--- src/rtl/divider_32bit_seq_if.sv ---
// Handshake and operand bundle between the EX-stage pipeline (master) and the divider (slave).
interface divider_32bit_seq_if #(
  parameter int DATA_W = 32
);
  logic [1:0]        div_opcode;
  logic [DATA_W-1:0] operand1;
  logic [DATA_W-1:0] operand2;
  logic              start;
  logic              flush;
  logic              busy;
  logic              valid;
  logic [DATA_W-1:0] result_divide;

  modport master (
    output div_opcode, operand1, operand2, start, flush,
    input  busy, valid, result_divide
  );

  modport slave (
    input  div_opcode, operand1, operand2, start, flush,
    output busy, valid, result_divide
  );
endinterface

--- src/rtl/divider_32bit_seq.sv ---
// Iterative radix-2 restoring divider for RV32M DIV/DIVU/REM/REMU, one quotient bit per cycle.
// Optional macro DIV_EARLY_OUT_EN: skip iteration when |dividend| < |divisor|.
module divider_32bit_seq #(
  parameter int DATA_W = 32,
  parameter int CNT_W  = 6
) (
  input  logic                clk,
  input  logic                rst_n,
  divider_32bit_seq_if.slave  div_if
);
  typedef enum logic [1:0] {S_IDLE, S_CALC, S_DONE} state_t;

  state_t            state_q, state_d;
  logic [1:0]        opcode_q, opcode_d;
  logic [DATA_W-1:0] dvd_q, dvd_d;
  logic [DATA_W-1:0] rem_q, rem_d;
  logic [DATA_W-1:0] dvs_q, dvs_d;
  logic [CNT_W-1:0]  cnt_q, cnt_d;
  logic              neg_quo_q, neg_quo_d;
  logic              neg_rem_q, neg_rem_d;
  logic              busy_q, busy_d;
  logic              valid_q, valid_d;
  logic [DATA_W-1:0] result_q, result_d;

  logic              signed_op;
  logic              ovf;
  logic [DATA_W-1:0] abs1, abs2;
  logic [DATA_W:0]   shifted, diff;
  logic [DATA_W-1:0] quo_fix, rem_fix;

  always_comb begin
    state_d   = state_q;
    opcode_d  = opcode_q;
    dvd_d     = dvd_q;
    rem_d     = rem_q;
    dvs_d     = dvs_q;
    cnt_d     = cnt_q;
    neg_quo_d = neg_quo_q;
    neg_rem_d = neg_rem_q;
    valid_d   = 1'b0;
    result_d  = result_q;

    signed_op = ~div_if.div_opcode[0];
    abs1 = (signed_op && div_if.operand1[DATA_W-1]) ? -div_if.operand1 : div_if.operand1;
    abs2 = (signed_op && div_if.operand2[DATA_W-1]) ? -div_if.operand2 : div_if.operand2;
    ovf  = signed_op && (div_if.operand1 == {1'b1, {(DATA_W-1){1'b0}}})
                     && (div_if.operand2 == '1);

    shifted = {rem_q, dvd_q[DATA_W-1]};
    diff    = shifted - {1'b0, dvs_q};
    quo_fix = neg_quo_q ? -dvd_q : dvd_q;
    rem_fix = neg_rem_q ? -rem_q : rem_q;

    case (state_q)
      S_IDLE: begin
        // valid_q marks the result cycle, which still counts as DONE for start acceptance
        if (div_if.start && !div_if.flush && !valid_q) begin
          opcode_d  = div_if.div_opcode;
          cnt_d     = '0;
          neg_quo_d = 1'b0;
          neg_rem_d = 1'b0;
          state_d   = S_DONE;
          if (div_if.operand2 == '0) begin
            dvd_d = '1;
            rem_d = div_if.operand1;
          end else if (ovf) begin
            dvd_d = {1'b1, {(DATA_W-1){1'b0}}};
            rem_d = '0;
          end
`ifdef DIV_EARLY_OUT_EN
          else if (abs1 < abs2) begin
            dvd_d = '0;
            rem_d = div_if.operand1;
          end
`endif
          else begin
            state_d   = S_CALC;
            dvd_d     = abs1;
            dvs_d     = abs2;
            rem_d     = '0;
            neg_quo_d = signed_op & (div_if.operand1[DATA_W-1] ^ div_if.operand2[DATA_W-1]);
            neg_rem_d = signed_op & div_if.operand1[DATA_W-1];
          end
        end
      end
      S_CALC: begin
        if (div_if.flush) begin
          state_d = S_IDLE;
        end else begin
          // dvd_q shifts out dividend bits at the top and collects quotient bits at the bottom
          if (!diff[DATA_W]) begin
            rem_d = diff[DATA_W-1:0];
            dvd_d = {dvd_q[DATA_W-2:0], 1'b1};
          end else begin
            rem_d = shifted[DATA_W-1:0];
            dvd_d = {dvd_q[DATA_W-2:0], 1'b0};
          end
          cnt_d = cnt_q + 1'b1;
          if (cnt_q == CNT_W'(DATA_W - 1)) state_d = S_DONE;
        end
      end
      S_DONE: begin
        state_d = S_IDLE;
        if (!div_if.flush) begin
          valid_d  = 1'b1;
          result_d = opcode_q[1] ? rem_fix : quo_fix;
        end
      end
      default: state_d = S_IDLE;
    endcase

    busy_d = (state_d != S_IDLE);
  end

  always_ff @(posedge clk or negedge rst_n) begin
    if (!rst_n) begin
      state_q   <= S_IDLE;
      opcode_q  <= '0;
      dvd_q     <= '0;
      rem_q     <= '0;
      dvs_q     <= '0;
      cnt_q     <= '0;
      neg_quo_q <= 1'b0;
      neg_rem_q <= 1'b0;
      busy_q    <= 1'b0;
      valid_q   <= 1'b0;
      result_q  <= '0;
    end else begin
      state_q   <= state_d;
      opcode_q  <= opcode_d;
      dvd_q     <= dvd_d;
      rem_q     <= rem_d;
      dvs_q     <= dvs_d;
      cnt_q     <= cnt_d;
      neg_quo_q <= neg_quo_d;
      neg_rem_q <= neg_rem_d;
      busy_q    <= busy_d;
      valid_q   <= valid_d;
      result_q  <= result_d;
    end
  end

  assign div_if.busy          = busy_q;
  assign div_if.valid         = valid_q;
  assign div_if.result_divide = result_q;
endmodule

--- src/flat_wrapper.sv ---
// flat-port wrapper written by rule: the top's interface ports become plain ports
module divider_32bit_seq_flat 
#(
  parameter int DATA_W = 32,
  parameter int CNT_W  = 6
)
  (clk, rst_n, div_if_div_opcode, div_if_operand1, div_if_operand2, div_if_start, div_if_flush, div_if_busy, div_if_valid, div_if_result_divide);
  divider_32bit_seq_if #(.DATA_W(DATA_W)) div_if_i ();
  input  logic clk;
  input  logic rst_n;
  input wire logic [$bits(div_if_i.div_opcode)-1:0] div_if_div_opcode;
  input wire logic [$bits(div_if_i.operand1)-1:0] div_if_operand1;
  input wire logic [$bits(div_if_i.operand2)-1:0] div_if_operand2;
  input wire logic [$bits(div_if_i.start)-1:0] div_if_start;
  input wire logic [$bits(div_if_i.flush)-1:0] div_if_flush;
  output wire logic [$bits(div_if_i.busy)-1:0] div_if_busy;
  output wire logic [$bits(div_if_i.valid)-1:0] div_if_valid;
  output wire logic [$bits(div_if_i.result_divide)-1:0] div_if_result_divide;
  assign div_if_i.div_opcode = div_if_div_opcode;
  assign div_if_i.operand1 = div_if_operand1;
  assign div_if_i.operand2 = div_if_operand2;
  assign div_if_i.start = div_if_start;
  assign div_if_i.flush = div_if_flush;
  assign div_if_busy = div_if_i.busy;
  assign div_if_valid = div_if_i.valid;
  assign div_if_result_divide = div_if_i.result_divide;
  divider_32bit_seq #(.DATA_W(DATA_W), .CNT_W(CNT_W)) u_core (.clk(clk), .rst_n(rst_n), .div_if(div_if_i));
endmodule
--- config.mk ---
export PLATFORM = sky130hd
export DESIGN_NAME = divider_32bit_seq_flat
export DESIGN_NICKNAME = d
export VERILOG_FILES = /design/src/rtl/divider_32bit_seq_if.sv /design/src/rtl/divider_32bit_seq.sv /design/src/flat_wrapper.sv
export SDC_FILE = /design/constraint.sdc
export NUM_CORES = 1
export LEC_CHECK = 0
export ABC_CLOCK_PERIOD_IN_PS = 8500
export CAP_MARGIN = 10
export CORE_MARGIN = 3
export CORE_UTILIZATION = 60
export DETAILED_ROUTE_END_ITERATION = 12
export PLACE_DENSITY = 0.83
export RECOVER_POWER = 100
export SYNTH_ARGS = -nofsm -noshare
export SYNTH_HDL_FRONTEND = slang
export SYNTH_SLANG_ARGS = --single-unit
--- constraint.sdc ---
create_clock -name clk -period 8.5 [get_ports clk]
set_input_delay 1.7 -clock clk [delete_from_list [all_inputs] [get_ports clk]]
set_output_delay 1.7 -clock clk [all_outputs]
set_load 0.005 [all_outputs]
==> impl_metrics.json, run 1 <==
{
  "place_congestion": 0.951,
  "synth-seq-area-share": 0.316,
  "syn_avg_cell_area_um2": 8.00,
  "ys.flop_type": "dfrtp_1",
  "critPathTopFamily": "simple AND/OR/NAND/NOR gates",
  "skew_ns": 0.0151,
  "synth_top_area_frac": 0.316,
  "row_count": 49,
  "status": "finished with violations",
  "min_period_over_period": 0.667,
  "synth.distinct_cells": 77,
  "routed_via_density": 6.33,
  "finalSetupTns_ns": 0,
  "setup_violations": 0,
  "finalHoldViolations": 0,
  "finalNetCount": 1564,
  "worstMarginPinSlew_ns": 3.19,
  "critPathMaxFanout": 63,
  "clk_pin_slew_worst_paths_ns": 0.07,
  "syn2layout_area_growth_pct": 14.7,
  "grt.total_usage": 0.314,
  "rsz0062_at_grt": "no",
  "cts_buffers": 17,
  "worstSetupPathType": "in2reg",
  "grt_pass1_vias": 10053,
  "synthTopCellsByArea": "dfrtp_1 (32%), xor2_1 (6.6%), nand2_1 (5.3%)",
  "total_power_mw": 3.64,
  "clkSinkCount": 141,
  "clkLatencyLatePin_ns": 0.43,
  "design.core.area_um2": 18100,
  "cp-startpoint": "div_if_operand1[2]",
  "async_reset_ff_frac": 1.00,
  "grt-ovfl-total": 0,
  "drtAntennaViolNets": 0,
  "grt_pass1_wl_mm": 51.5,
  "relSlewSlack": -1.13,
  "clock_path_buffers": 2,
  "static-leakage-power_nw": 5.31,
  "io-pin-count": 104,
  "wl_mm": 31.8,
  "cp_num_buf_inv": 2,
  "drive_above_1_share": 0.0518,
  "start_util": 0.616,
  "wl_per_cell_um": 18.7,
  "timing_max_transition_violations_final": 318,
  "slowest_delay_ns": 1.31,
  "rr_startpoint": "u_core.dvd_q[31]$_DFFE_PN0P_",
  "hp-start": "u_core.div_if.result_divide[4]$_DFFE_PN0P_",
  "hold_ws_ns": 0.471,
  "fp.dieW_um": 142,
  "r2r_slack_ns": 4.29,
  "final_common_cell": "nand2_1",
  "ys_ff_latch": 141,
  "vias": 10746,
  "ir_drop_uv": 149,
  "maxCapViolCount": 6,
  "dieHeight_um": 142,
  "synth_edf_count": 0,
  "tritoncts": "yes",
  "syn_area_um2": 11200,
  "grt_max_degree": 81,
  "synth_warnings": 0,
  "cp_slowest_cell": "o41ai_1",
  "dr.first_iter.drc_count": 1007,
  "dp_hpwl_mm": 24.3,
  "endpoint_kind": "flip-flop",
  "power_density_nw_per_um2": 284,
  "max_freq_mhz": 176,
  "antenna_found_initial": 0,
  "fin_crit_ns": 5.67,
  "mappedNetlistNets": 1506,
  "cp.required_ns": 8.81,
  "final_cell_mix": "nand2_1 (157), o21ai_0 (149), dfrtp_1 (141), nor2_1 (124), a21oi_1 (105)",
  "dieArea_um2": 20300,
  "holdBufCountCts": 0,
  "io_buffers": 103,
  "cp.arrival_ns": 5.98,
  "postCtsResizedCells": 0,
  "syn-instance-count": 1397,
  "drtPass1Iterations": 5,
  "startpoint_type": "input port",
  "cp_cell_sequence": "dlygate4sd3_1, or4_1, nor4_1, and2_0, nand4b_1, o41ai_1, nor2_4, buf_4, mux2_1",
  "violations": "max-capacitance violations, max-slew violations",
  "drc": 0,
  "min_path_type": "reg2reg",
  "post_cts_buffers": 0,
  "cts-root-buf": "clkbuf_16",
  "yosysTopAreaCell": "dfrtp_1",
  "htreeDepth": 4,
  "antenna_cells": 0
}
[flip-flops by register name (all words and copies together), names as in the netlist]
signal,cells
u_core.dvd_q,32
u_core.dvs_q,32
u_core.neg_quo_q,1
u_core.rem_q,32
u_core.neg_rem_q,1
u_core.cnt_q,6
u_core.div_if.valid,1
u_core.div_if.busy,1
u_core.div_if.result_divide,32
u_core.state_q,2
u_core.opcode_q,1
[worst paths after layout]
check,to,depth (start not counted)
min in group asynchronous,u_core.div_if.result_divide[2]$_DFFE_PN0P_,1
worst min register to register,u_core.div_if.result_divide[4]$_DFFE_PN0P_,2
worst max-delay path,u_core.dvs_q[0]$_DFFE_PN0P_,9
worst max register to register,u_core.rem_q[17]$_DFFE_PN0P_,13
max in group asynchronous,u_core.dvs_q[21]$_DFFE_PN0P_,2
worst min-delay path,u_core.div_if.result_divide[4]$_DFFE_PN0P_,2
[kinds of logic (layout without fill, tap and decap cells)]
| family | after synthesis | after routing | synth area share |
|---|---|---|---|
| buffers and inverters | 130 | 201 | 0.0456 |
| DFF | 141 | 141 | 0.316 |
| and+or+nand+nor | 486 | 486 | 0.213 |
| xor gates and xnor gates | 149 | 149 | 0.118 |
| AOI/OAI and AO/OA | 432 | 432 | 0.244 |
| muxes | 20 | 20 | 0.0192 |
| adders and majority gates | 39 | 39 | 0.0444 |
[synthesized netlist by cell type (5+ instances only)]
| cell type | count |
|---|---|
| nand2_1 | 157 |
| dfrtp_1 | 141 |
| nor2_1 | 125 |
| o21ai_0 | 115 |
| a21oi_1 | 105 |
| xor2_1 | 84 |
| xnor2_1 | 63 |
| clkbuf_1 | 57 |
| inv_1 | 53 |
| o21ai_1 | 48 |
| ha_1 | 38 |
| nand3_1 | 31 |
| nor3_1 | 31 |
| o31ai_1 | 29 |
| and3_1 | 22 |
| o211ai_1 | 19 |
| nand2b_1 | 18 |
| nand4_1 | 18 |
| or3_1 | 15 |
| a21o_1 | 14 |
| a221oi_1 | 14 |
| o41ai_1 | 13 |
| a31oi_1 | 12 |
| or4_1 | 11 |
| buf_1 | 10 |
| nor4_1 | 10 |
| and2_1 | 9 |
| mux2i_1 | 9 |
| o21a_1 | 9 |
| buf_2 | 8 |
| nor2b_1 | 8 |
| o221ai_1 | 8 |
| a211oi_1 | 7 |
| a22oi_1 | 6 |
| mux2_2 | 6 |
| or4_4 | 6 |
| mux2_1 | 5 |
[worst reg2reg max path, delay by kind of cell, from the launching register on]
family	cells	cell delay [ns]
AO/OA/AOI/OAI	5	1.44
buffers and inverters	2	0.62
adder cells (fa/ha/maj)	2	0.50
AND/OR/NAND/NOR	2	0.42
multiplexers	1	0.37
flip-flops	1	0.36
XOR/XNOR	1	0.28
[routing by layer]
layer / share of wire / vias up / GRT usage
met5: 0 / - / 0
met4: 0.029 / 0 / 0.107
met3: 0.068 / 64 / 0.0376
met2: 0.46 / 451 / 0.515
met1: 0.44 / 5067 / 0.433
li1: - / 5164 / -
[metrics by stage]
step	worst slack (ns)	instance area, um2	cells	utilization
CTS	3.77	12900	1697	0.709
floorplan	4.49	11200	1397	-
detailed placement	3.33	12300	1665	0.677
global route	1.96	12800	1697	0.706
finish	2.83	12800	1697	0.706
global placement	3.35	12300	1665	0.677
[area by class of cell]
class                   count  area (um2)
repair buffers            116        1100
well taps                 229         287
flip-flops and latches    141        3530
inverters                  53         199
clock buffers              17         425
multi-input cells        1126        7110
clock inverters            15         156
fillers                  1531        5340
[report_power, final]
group | internal, mW | total (mW) | leakage, nW | switching, mW
combinational | 0.771 | 1.80 | 3.27 | 1.03
clock | 0.414 | 0.738 | 0.277 | 0.324
sequential | 0.813 | 1.10 | 1.76 | 0.290
total | 2.00 | 3.64 | 5.31 | 1.64
Note: power is estimated with default switching activity, not from simulation.
==> run 2, diff against run 1 <==
--- a/config.mk
+++ b/config.mk
@@ -5,12 +5,12 @@
 export SDC_FILE = /design/constraint.sdc
 export NUM_CORES = 1
 export LEC_CHECK = 0
-export ABC_CLOCK_PERIOD_IN_PS = 8500
+export ABC_CLOCK_PERIOD_IN_PS = 5200
 export CAP_MARGIN = 10
 export CORE_MARGIN = 3
-export CORE_UTILIZATION = 60
+export CORE_UTILIZATION = 53
 export DETAILED_ROUTE_END_ITERATION = 12
-export PLACE_DENSITY = 0.83
+export PLACE_DENSITY = 0.77
 export RECOVER_POWER = 100
 export SYNTH_ARGS = -nofsm -noshare
 export SYNTH_HDL_FRONTEND = slang
==> constraint.sdc (replaced) <==
create_clock -name clk -period 5.2 [get_ports clk]
set_input_delay 1.04 -clock clk [delete_from_list [all_inputs] [get_ports clk]]
set_output_delay 1.04 -clock clk [all_outputs]
set_load 0.005 [all_outputs]
==> run 2 against run 1 <==
  * The flow still finishes with violations (max-capacitance violations, max-slew violations)
  * First-iteration DRC count increased by 14%
  * Count of clock-buffer cells in the layout increased by 3
  * Via count decreased by 1.2%
  * Design area increased by 0.67%
  * Final cell count increased by 2.8%
  * Clock skew decreased by 0.0056 ns
  * Utilization decreased by 7.7 points
  * Non-clock buffer count increased by 6
  * Clock power increased by 65%
  * Flip-flop and latch count unchanged
  * Global-route usage decreased by 3.9 points
  * Combinational power increased by 63%
  * Critical path type is now reg2reg
==> impl_metrics.json, run 2 (same netlist as run 1, synthesis figures left out) <==
{
  "finalHoldViolations": 0,
  "post_cts_buffers": 0,
  "utilization": 0.629,
  "static-leakage-power_nw": 5.36,
  "dieArea_um2": 22900,
  "fin_area_um2": 12900,
  "drive_above_1_share": 0.0522,
  "cp_num_buf_inv": 1,
  "postCtsResizedCells": 0,
  "max_freq_mhz": 216,
  "syn2layout_area_growth_pct": 15.4,
  "wl_mm": 31.4,
  "endpoint_kind": "flip-flop",
  "grt.total_usage": 0.275,
  "finalSetupTns_ns": 0,
  "finalNetCount": 1570,
  "cp_cell_sequence": "ha_1, and2_1, nand3_1, nor4b_1, o211ai_1, and3_1, xnor2_1, buf_4, mux2_1, a221oi_1, nor2_1",
  "antenna_found_initial": 0,
  "total_power_mw": 5.94,
  "status": "finished with violations",
  "grt-ovfl-total": 0,
  "setup_violations": 0,
  "start_util": 0.545,
  "worstMarginPinSlew_ns": 2.58,
  "maxCapViolCount": 3,
  "cp_slowest_cell": "xnor2_1",
  "io_buffers": 103,
  "cts_buffers": 17,
  "row_count": 52,
  "rsz0062_at_grt": "no",
  "startpoint_type": "flip-flop",
  "violations": "max-capacitance violations, max-slew violations",
  "dr.first_iter.drc_count": 1144,
  "worstSetupPathType": "reg2reg",
  "final_common_cell": "nand2_1",
  "tritoncts": "yes",
  "fp.dieW_um": 151,
  "fin_cells": 1744,
  "grt_pass1_vias": 9768,
  "drtAntennaViolNets": 0,
  "drtPass1Iterations": 5,
  "skew_ns": 0.00949,
  "routed_via_density": 6.08,
  "placed_area_um2": 12400,
  "fin_crit_ns": 4.62,
  "clk_pin_slew_worst_paths_ns": 0.06,
  "clkSinkCount": 141,
  "power_density_nw_per_um2": 461,
  "drc": 0,
  "dieHeight_um": 151,
  "relSlewSlack": -0.718,
  "cp.required_ns": 5.50,
  "holdBufCountCts": 0,
  "antenna_cells": 0,
  "ir_drop_uv": 200,
  "grt_max_degree": 107,
  "timing_max_transition_violations_final": 219,
  "clock_path_buffers": 2,
  "final_cell_mix": "nand2_1 (158), o21ai_0 (149), dfrtp_1 (141), nor2_1 (124), a21oi_1 (105)",
  "critPathMaxFanout": 14,
  "min_period_over_period": 0.889,
  "cts-root-buf": "clkbuf_16",
  "dp_hpwl_mm": 23.7,
  "placed_cells": 1712,
  "wl_per_cell_um": 18.0,
  "vias": 10612,
  "clkLatencyLatePin_ns": 0.43,
  "cp.arrival_ns": 4.93,
  "design.core.area_um2": 20500,
  "slowest_delay_ns": 1.01,
  "htreeDepth": 4,
  "io-pin-count": 104,
  "min_path_type": "reg2reg",
  "grt_pass1_wl_mm": 50.3,
  "place_congestion": 0.996,
  "critPathTopFamily": "simple AND/OR/NAND/NOR gates"
}
run 2: per-layer routing:
| metal | wire length (um) | vias up | GRT usage |
|---|---|---|---|
| met5 | 0 | - | 0 |
| met4 | 802 | 0 | 0.0870 |
| met3 | 2350 | 64 | 0.0344 |
| met2 | 14200 | 476 | 0.436 |
| met1 | 14100 | 4924 | 0.393 |
| li1 | - | 5148 | - |
run 2: worst register-to-register path: cells and delay by family (launching register included):
family | cells | cell delay, ns
AO/OA/AOI/OAI | 2 | 0.50
XOR/XNOR | 1 | 1.01
AND/OR/NAND/NOR | 5 | 1.27
multiplexers | 1 | 0.36
adder cells (fa/ha/maj) | 1 | 0.44
flip-flops | 1 | 0.53
buffers and inverters | 1 | 0.38
run 2: final cells by class:
type | instances | area (um2)
flip-flops and latches | 141 | 3530
clock buffers | 20 | 457
well taps | 270 | 338
inverters | 53 | 199
fillers | 1855 | 7600
clock inverters | 12 | 136
multi-input cells | 1126 | 7090
repair buffers | 122 | 1150
run 2: final timing paths:
path                                                              from                                          end  slack [ns]  cells after the start
setup / recovery                          u_core.rem_q[20]$_DFFE_PN0P_                  u_core.rem_q[4]$_DFFE_PN0P_        0.58                     11
hold / removal             u_core.div_if.result_divide[17]$_DFFE_PN0P_  u_core.div_if.result_divide[17]$_DFFE_PN0P_        0.47                      2
setup reg to reg                          u_core.rem_q[20]$_DFFE_PN0P_                  u_core.rem_q[4]$_DFFE_PN0P_        0.58                     11
hold reg to reg            u_core.div_if.result_divide[17]$_DFFE_PN0P_  u_core.div_if.result_divide[17]$_DFFE_PN0P_        0.47                      2
max in group asynchronous                                        rst_n                 u_core.rem_q[12]$_DFFE_PN0P_        1.74                      2
min in group asynchronous                                        rst_n   u_core.div_if.result_divide[2]$_DFFE_PN0P_        1.41                      1
run 2: where the power goes:
part | internal, mW | switching (mW)
combinational | 1.25 | 1.68
clock | 0.735 | 0.489
sequential | 1.33 | 0.453
run 2: per-stage QoR:
stage                     setup WS, ns  hold WS (ns)
after floorplan                   1.85         0.453
final                            0.577         0.473
after global placement           0.678         0.461
after CTS                         1.04         0.483
after detailed placement         0.597         0.469
after global routing             0.405         0.494
==> run 3, diff against run 2 <==
--- a/config.mk
+++ b/config.mk
@@ -7,6 +7,7 @@
 export LEC_CHECK = 0
 export ABC_CLOCK_PERIOD_IN_PS = 5200
 export CAP_MARGIN = 10
+export CORE_ASPECT_RATIO = 1.75
 export CORE_MARGIN = 3
 export CORE_UTILIZATION = 53
 export DETAILED_ROUTE_END_ITERATION = 12
==> run 3 against run 2 <==
  * The flow still finishes with violations (max-capacitance violations, max-slew violations)
  * Highest routed layer unchanged
  * Flip-flop and latch count is the same
  * Largest cell class unchanged
  * Final cell count shrank 1.4%
  * Critical path depth shrank 1
  * Sequential power is essentially flat
  * Clock power grew 11%
  * Die area grew 0.30%
==> impl_metrics.json, run 3 (same netlist as run 1, synthesis figures left out) <==
{
  "status": "finished with violations",
  "violations": "max-capacitance violations, max-slew violations",
  "layout_setup_ws_ns": 0.609,
  "clk_pin_slew_worst_paths_ns": 0.06,
  "skew_ns": 0.00948,
  "endpoint_kind": "flip-flop",
  "wl_per_cell_um": 18.9,
  "routed_via_density": 6.27,
  "critPathTopFamily": "simple AND/OR/NAND/NOR gates",
  "final_cell_mix": "nand2_1 (157), o21ai_0 (147), dfrtp_1 (141), nor2_1 (125), a21oi_1 (105)",
  "cts_buffers": 17,
  "design.core.area_um2": 20500,
  "dp_slack_ns": 0.520,
  "dieHeight_um": 198,
  "drtAntennaViolNets": 0,
  "syn2layout_area_growth_pct": 15.8,
  "finalSetupTns_ns": 0,
  "placed_cells": 1688,
  "swShare": 0.429,
  "dr.first_iter.drc_count": 677,
  "fin_area_um2": 12900,
  "hold_ws_ns": 0.468,
  "postCtsResizedCells": 0,
  "finalHoldViolations": 0,
  "maxCapViolCount": 3,
  "hold-path-cell-count": 2,
  "timing_max_transition_violations_final": 219,
  "cp.required_ns": 5.52,
  "pwr-share-clk": 0.225,
  "rr_worst_depth": 12,
  "grt_pass1_wl_mm": 52.2,
  "rsz0062_at_grt": "no",
  "antenna_cells": 0,
  "pwr-share-comb": 0.483,
  "place_congestion": 0.939,
  "cp_num_buf_inv": 2,
  "start_util": 0.544,
  "grt-ovfl-total": 0,
  "worstSetupPathType": "in2reg",
  "io-pin-count": 104,
  "internal_power_mw": 3.45,
  "max_freq_mhz": 218,
  "finalNetCount": 1568,
  "clkSinkCount": 141,
  "post_cts_buffers": 0,
  "grt_max_degree": 102,
  "power_density_nw_per_um2": 467,
  "drive_above_1_share": 0.0543,
  "cts-root-buf": "clkbuf_16",
  "cp_slowest_cell": "or4_1",
  "io_buffers": 103,
  "min_path_type": "reg2reg",
  "fp.dieW_um": 116,
  "grt_pass1_vias": 10585,
  "slowest_delay_ns": 0.70,
  "r2r-end": "u_core.dvd_q[0]$_DFFE_PN0P_",
  "clock_path_buffers": 2,
  "dieArea_um2": 22900,
  "wl_mm": 32.4,
  "placed_area_um2": 12300,
  "switchingPower_mw": 2.59,
  "min_period_over_period": 0.883,
  "r2r_slack_ns": 0.76,
  "cp.arrival_ns": 4.91,
  "drtPass1Iterations": 7,
  "min_to": "u_core.div_if.result_divide[23]$_DFFE_PN0P_",
  "htreeDepth": 4,
  "tritoncts": "yes",
  "critPathMaxFanout": 50,
  "clkLatencyLatePin_ns": 0.44,
  "antenna_found_initial": 0,
  "final_common_cell": "nand2_1",
  "pwr-share-seq": 0.291,
  "worstMarginPinSlew_ns": 2.65,
  "ir_drop_uv": 276,
  "dp_hpwl_mm": 24.8,
  "drc": 0,
  "hp-start": "u_core.div_if.result_divide[23]$_DFFE_PN0P_",
  "cp_cell_sequence": "dlygate4sd3_1, nor4_1, and3_1, nand4_1, or4_1, o41ai_1, nor2_4, buf_4, nand2_1, o21ai_0",
  "vias": 10779,
  "fin_cells": 1720,
  "setup_violations": 0,
  "rr_startpoint": "u_core.dvd_q[31]$_DFFE_PN0P_",
  "fin_crit_ns": 4.59,
  "holdBufCountCts": 0,
  "startpoint_type": "input port",
  "static-leakage-power_nw": 5.39,
  "relSlewSlack": -0.766,
  "grt.total_usage": 0.287,
  "row_count": 69
}
[run 3: cell count changes in the layout (fill, tap and decap cells not counted), sizes merged]
cell,previous run,this run
inv,56,53
dlygate4sd3,35,36
clkinv,4,6
bufinv,2,5
clkdlybuf4s50,67,66
buf,13,12
clkbuf,27,24
[run 3: metal layers]
metal / global-route usage / part of all wire / routed length (um)
met1: 0.326 / 0.38 / 12400
met2: 0.517 / 0.52 / 16900
met3: 0.0330 / 0.048 / 1550
met4: 0.153 / 0.047 / 1530
met5: 0 / 0 / 0
[run 3: power by group through the flow]
stage	Combinational (mW)	Sequential [mW]	Clock, mW
finish	2.92	1.76	1.36
detailed placement	2.89	1.76	0
global placement	2.85	1.75	0
CTS	2.92	1.74	1.37
global route	3.25	1.79	1.41
floorplan	2.33	1.57	0
[run 3: cell type report]
| class | instances | area, um2 |
|---|---|---|
| Timing Repair Buffer | 120 | 1140 |
| Clock inverter | 14 | 218 |
| Multi-Input combinational cell | 1126 | 7110 |
| Sequential cell | 141 | 3530 |
| Inverter | 53 | 199 |
| Clock buffer | 18 | 439 |
| Fill cell | 1836 | 7610 |
| Tap cell | 248 | 310 |
[run 3: worst min-delay path, cell delays in order, from the launching register on]
cell,delay (ns)
dfrtp_1,0.33
nand2_1,0.04
o21ai_0,0.05
[run 3: worst max-delay path by stage]
stage | start | end | slack (ns) | depth (start not counted)
after CTS | div_if_operand2[2] | u_core.dvs_q[10]$_DFFE_PN0P_ | 0.97 | 10
after floorplan | div_if_operand1[2] | u_core.dvd_q[25]$_DFFE_PN0P_ | 1.85 | 9
final | div_if_operand2[2] | u_core.dvs_q[10]$_DFFE_PN0P_ | 0.61 | 10
after global routing | div_if_operand2[2] | u_core.dvs_q[7]$_DFFE_PN0P_ | 0.35 | 10
after global placement | div_if_operand2[2] | u_core.dvs_q[6]$_DFFE_PN0P_ | 0.63 | 10
after detailed placement | div_if_operand2[2] | u_core.dvs_q[10]$_DFFE_PN0P_ | 0.52 | 10
[run 3: metrics by stage]
stage               power, mW  utilization
finish                   6.04        0.630
global route             6.45        0.630
CTS                      6.03        0.633
detailed placement       4.65        0.601
global placement         4.60        0.601
floorplan                3.90            -
==> patch 1: new RTL, config.mk and constraints of run 1 <==
One comparison of `cnt_q` changes from == to >=.
--- a/src/rtl/divider_32bit_seq.sv
+++ b/src/rtl/divider_32bit_seq.sv
@@ -97,5 +97,5 @@
           end
           cnt_d = cnt_q + 1'b1;
-          if (cnt_q == CNT_W'(DATA_W - 1)) state_d = S_DONE;
+          if (cnt_q >= CNT_W'(DATA_W - 1)) state_d = S_DONE;
         end
       end
Check against the original RTL: no difference found for any inputs over 4 cycles, from zero or initial values and one cycle with rst_n low; that may be too few to reach the edited logic, so the function may still have changed.
==> patch 1 against run 1 <==
- the run still ends with max-capacitance violations, max-slew violations left
- register-to-register slack worse by 380 ps
- clock skew down 0.55 ps
- setup slack worse by 220 ps
- power up 4.5%
- sequential cell count unchanged
- cell area down 0.50%
- sequential share of layout area up 0.14 points
- wire length up 3.1%
- area after synthesis down 1.0%
- core utilization up 0.13 points
- synthesized cell count up 1.5%
- die area down 0.99%
- largest cell class unchanged
==> patch 1: results <==
[run_status]
status = finished with violations
violations = max-capacitance violations, max-slew violations

[synth]
ys_top_cells_by_count = nand2_1, o21ai_0, dfrtp_1
synthXorXnorAreaFrac = 0.107
synth_compound_area_frac = 0.249
syn-num-nets = 1527
ys_types = 73
synthMuxAreaShare = 0.0114
yosysSeqAreaShare = 0.319
synthAdderAreaFrac = 0.0448
synth_area_leaders = dfrtp_1, o21ai_0, nand2_1

[critical_path]
cpMaxStageDelayCell = nor3_1
r2r_end = u_core.rem_q[3]$_DFFE_PN0P_
worstSetupStartpoint = div_if_operand1[6]
cp_max_fo = 56
slowest_delay_ps = 890
crit_end = u_core.dvs_q[31]$_DFFE_PN0P_
reg2regPathDepth = 9
crit_arrival_ps = 6110

[sta]
finClkSkew_ps = 14.6
drv_slew = 322
maxSlewHeadroom = -1.89
timing.hold.ws_ps = 471

[placed_design]
place.gp.congestion = 0.940
place_area_um2 = 12100

[global_routing]
grtUsageMet3 = 0.0452
track_usage = 0.322
met1_usage = 0.449
grt_pass1_vias = 10081

[cells_and_area]
n_fill_cell = 1482
layout.nets = 1580
drive_above_1_share = 0.0458

[detailed_routing]
vias = 10960
post_drt_wl_per_cell_um = 19.1
drtIter0Drc = 1141
first_pass_iters = 6

[power_and_ir_drop]
combPwrFrac = 0.496
intPower_w = 0.00206

[min_path]
holdPathEnd = u_core.div_if.result_divide[16]$_DFFE_PN0P_
holdCritStartpoint = u_core.div_if.result_divide[16]$_DFFE_PN0P_

[job]
drv_cap = 5
## patch 1: cell count changes in the layout (fill, tap and decap cells not counted), moves of 7 or more
cell | before | now
nand2_1 | 157 | 190
a31oi_1 | 12 | 35
xor2_1 | 84 | 68
o21ai_1 | 14 | 2
o211ai_1 | 19 | 9
nor3_1 | 31 | 22
nand2b_1 | 18 | 10
o31ai_1 | 29 | 22
## patch 1: layout make-up
cell class                 instances  area share
multi-input combinational       1143       0.550
inverter                          54      0.0159
sequential                       141       0.277
clock buffer                      18      0.0345
timing repair buffer             114      0.0860
tap                              229      0.0225
clock inverter                    14      0.0142
## patch 1: metrics by stage
stage / worst slack (ps) / cells / total power (W)
2_1_floorplan: 4510 / 1418 / 0.00243
3_3_place_gp: 3130 / 1680 / 0.00290
3_5_place_dp: 2980 / 1680 / 0.00294
4_1_cts: 3410 / 1712 / 0.00376
5_1_grt: 2180 / 1713 / 0.00405
6_report: 2610 / 1713 / 0.00381
==> patch 2: new RTL, flow settings as in run 1 <==
Without the edit above. Build with the macro `DIV_EARLY_OUT_EN` defined.
--- a/src/rtl/divider_32bit_seq.sv
+++ b/src/rtl/divider_32bit_seq.sv
@@ -1,4 +1,6 @@
 // Iterative radix-2 restoring divider for RV32M DIV/DIVU/REM/REMU, one quotient bit per cycle.
 // Optional macro DIV_EARLY_OUT_EN: skip iteration when |dividend| < |divisor|.
+`define DIV_EARLY_OUT_EN
+
 module divider_32bit_seq #(
   parameter int DATA_W = 32,
Function: changed (Yosys sat finds a counterexample within 4 cycles, from zero or initial values and one cycle with rst_n low).
==> patch 2 against run 1 <==
- power increased by 42%
- sequential cell count is the same
- non-clock buffer count fell by 2
- highest routed layer unchanged
- wire length is 24% higher
- via count grew 10%
- the flow still finishes with violations (max-capacitance violations, max-slew violations)
- setup slack lost 2100 ps
- cell count is 6.5% higher
- combinational power up 68%
- cell area up 4.8%
- area after synthesis is 6.8% higher
==> patch 2: results <==
[detailed_routing]
post_drt_wl_per_cell_um = 21.8
wirelength_um = 39300

[sta]
drv_slew = 209
maxSlewHeadroom = -1.36
finClkSkew_ps = 15.3

[global_routing]
grt_max_degree = 78
track_usage = 0.359
grt_pass1_wl_um = 60900

[placed_design]
pre_cts_slack_ps = 767
dp_hpwl_um = 30500
place.gp.congestion = 0.960

[critical_path]
reg2regPathDepth = 11
cp_max_fo = 31
crit_arrival_ps = 8060
r2r_start = u_core.rem_q[14]$_DFFE_PN0P_

[synth]
synthMuxAreaShare = 0.0220
ys_types = 71
synthXorXnorAreaFrac = 0.109
syn-num-nets = 1622
synthCells = 1482
yosysSeqAreaShare = 0.296
synth_compound_area_frac = 0.250
ys_top_cells_by_count = nand2_1, nor2_1, dfrtp_1

[job]
drv_cap = 3

[run_status]
status = finished with violations
violations = max-capacitance violations, max-slew violations

[cells_and_area]
drive_above_1_share = 0.0549

[power_and_ir_drop]
power_leakage_nw = 5.67
irDropWorstVdd_uv = 202
[patch 2: metal layers]
metal,wire length (µm),vias to the layer above,track usage
li1,-,5397,-
met1,16300,5629,0.510
met2,17300,714,0.549
met3,3980,112,0.0660
met4,1710,0,0.136
met5,0,-,0
[patch 2: through the flow]
stage / util / cell area [µm²]
2_1_floorplan: - / 11900
3_3_place_gp: 0.678 / 13000
3_5_place_dp: 0.678 / 13000
4_1_cts: 0.708 / 13600
5_1_grt: 0.701 / 13400
6_report: 0.701 / 13400
[patch 2: cell families (layout without fill, tap and decap cells)]
kind of cell	after synthesis	count (layout)
mux	26	26
xor+xnor	149	149
buf+inv	134	200
fa+ha+maj	70	70
simple gates	503	503
flops	141	141
compound gates	459	459
[patch 2: layout make-up]
| cell class | count | area, µm² |
|---|---|---|
| Clock buffer | 17 | 425 |
| Clock inverter | 15 | 155 |
| Fill cell | 1622 | 5720 |
| Inverter | 54 | 203 |
| Multi-Input combinational cell | 1207 | 7680 |
| Sequential cell | 141 | 3530 |
| Tap cell | 260 | 325 |
| Timing Repair Buffer | 114 | 1100 |
[patch 2: path summary, 6_finish.rpt]
kind	endpoint	slack [ps]
worst max register to register	u_core.rem_q[0]$_DFFE_PN0P_	4230
max in group asynchronous	u_core.dvd_q[17]$_DFFE_PN0P_	2820
worst min register to register	u_core.div_if.result_divide[7]$_DFFE_PN0P_	470
min in group asynchronous	u_core.rem_q[19]$_DFFE_PN0P_	2470
worst max-delay path	u_core.rem_q[15]$_DFFE_PN0P_	780
worst min-delay path	u_core.div_if.result_divide[7]$_DFFE_PN0P_	470
[patch 2: power breakdown]
group	internal (W)	leakage (nW)	switching, W
clock	0.000414	0.287	0.000331
combinational	0.00125	3.66	0.00178
sequential	0.000965	1.73	0.000447
total	0.00263	5.67	0.00256
[patch 2: critical path, stage by stage]
cell,delay [ps]
dlygate4sd3_1,620
or4_1,540
or3_1,410
or4_4,450
or2_4,250
or3_2,450
o21ai_0,390
nand2_1,130
xnor2_1,250
ha_1,300
a21oi_1,130
nor2b_1,60
o21ai_0,150
nand3_1,100
a211oi_1,250
clkbuf_1,380
a22o_1,910
a21oi_1,320
nor3_1,240
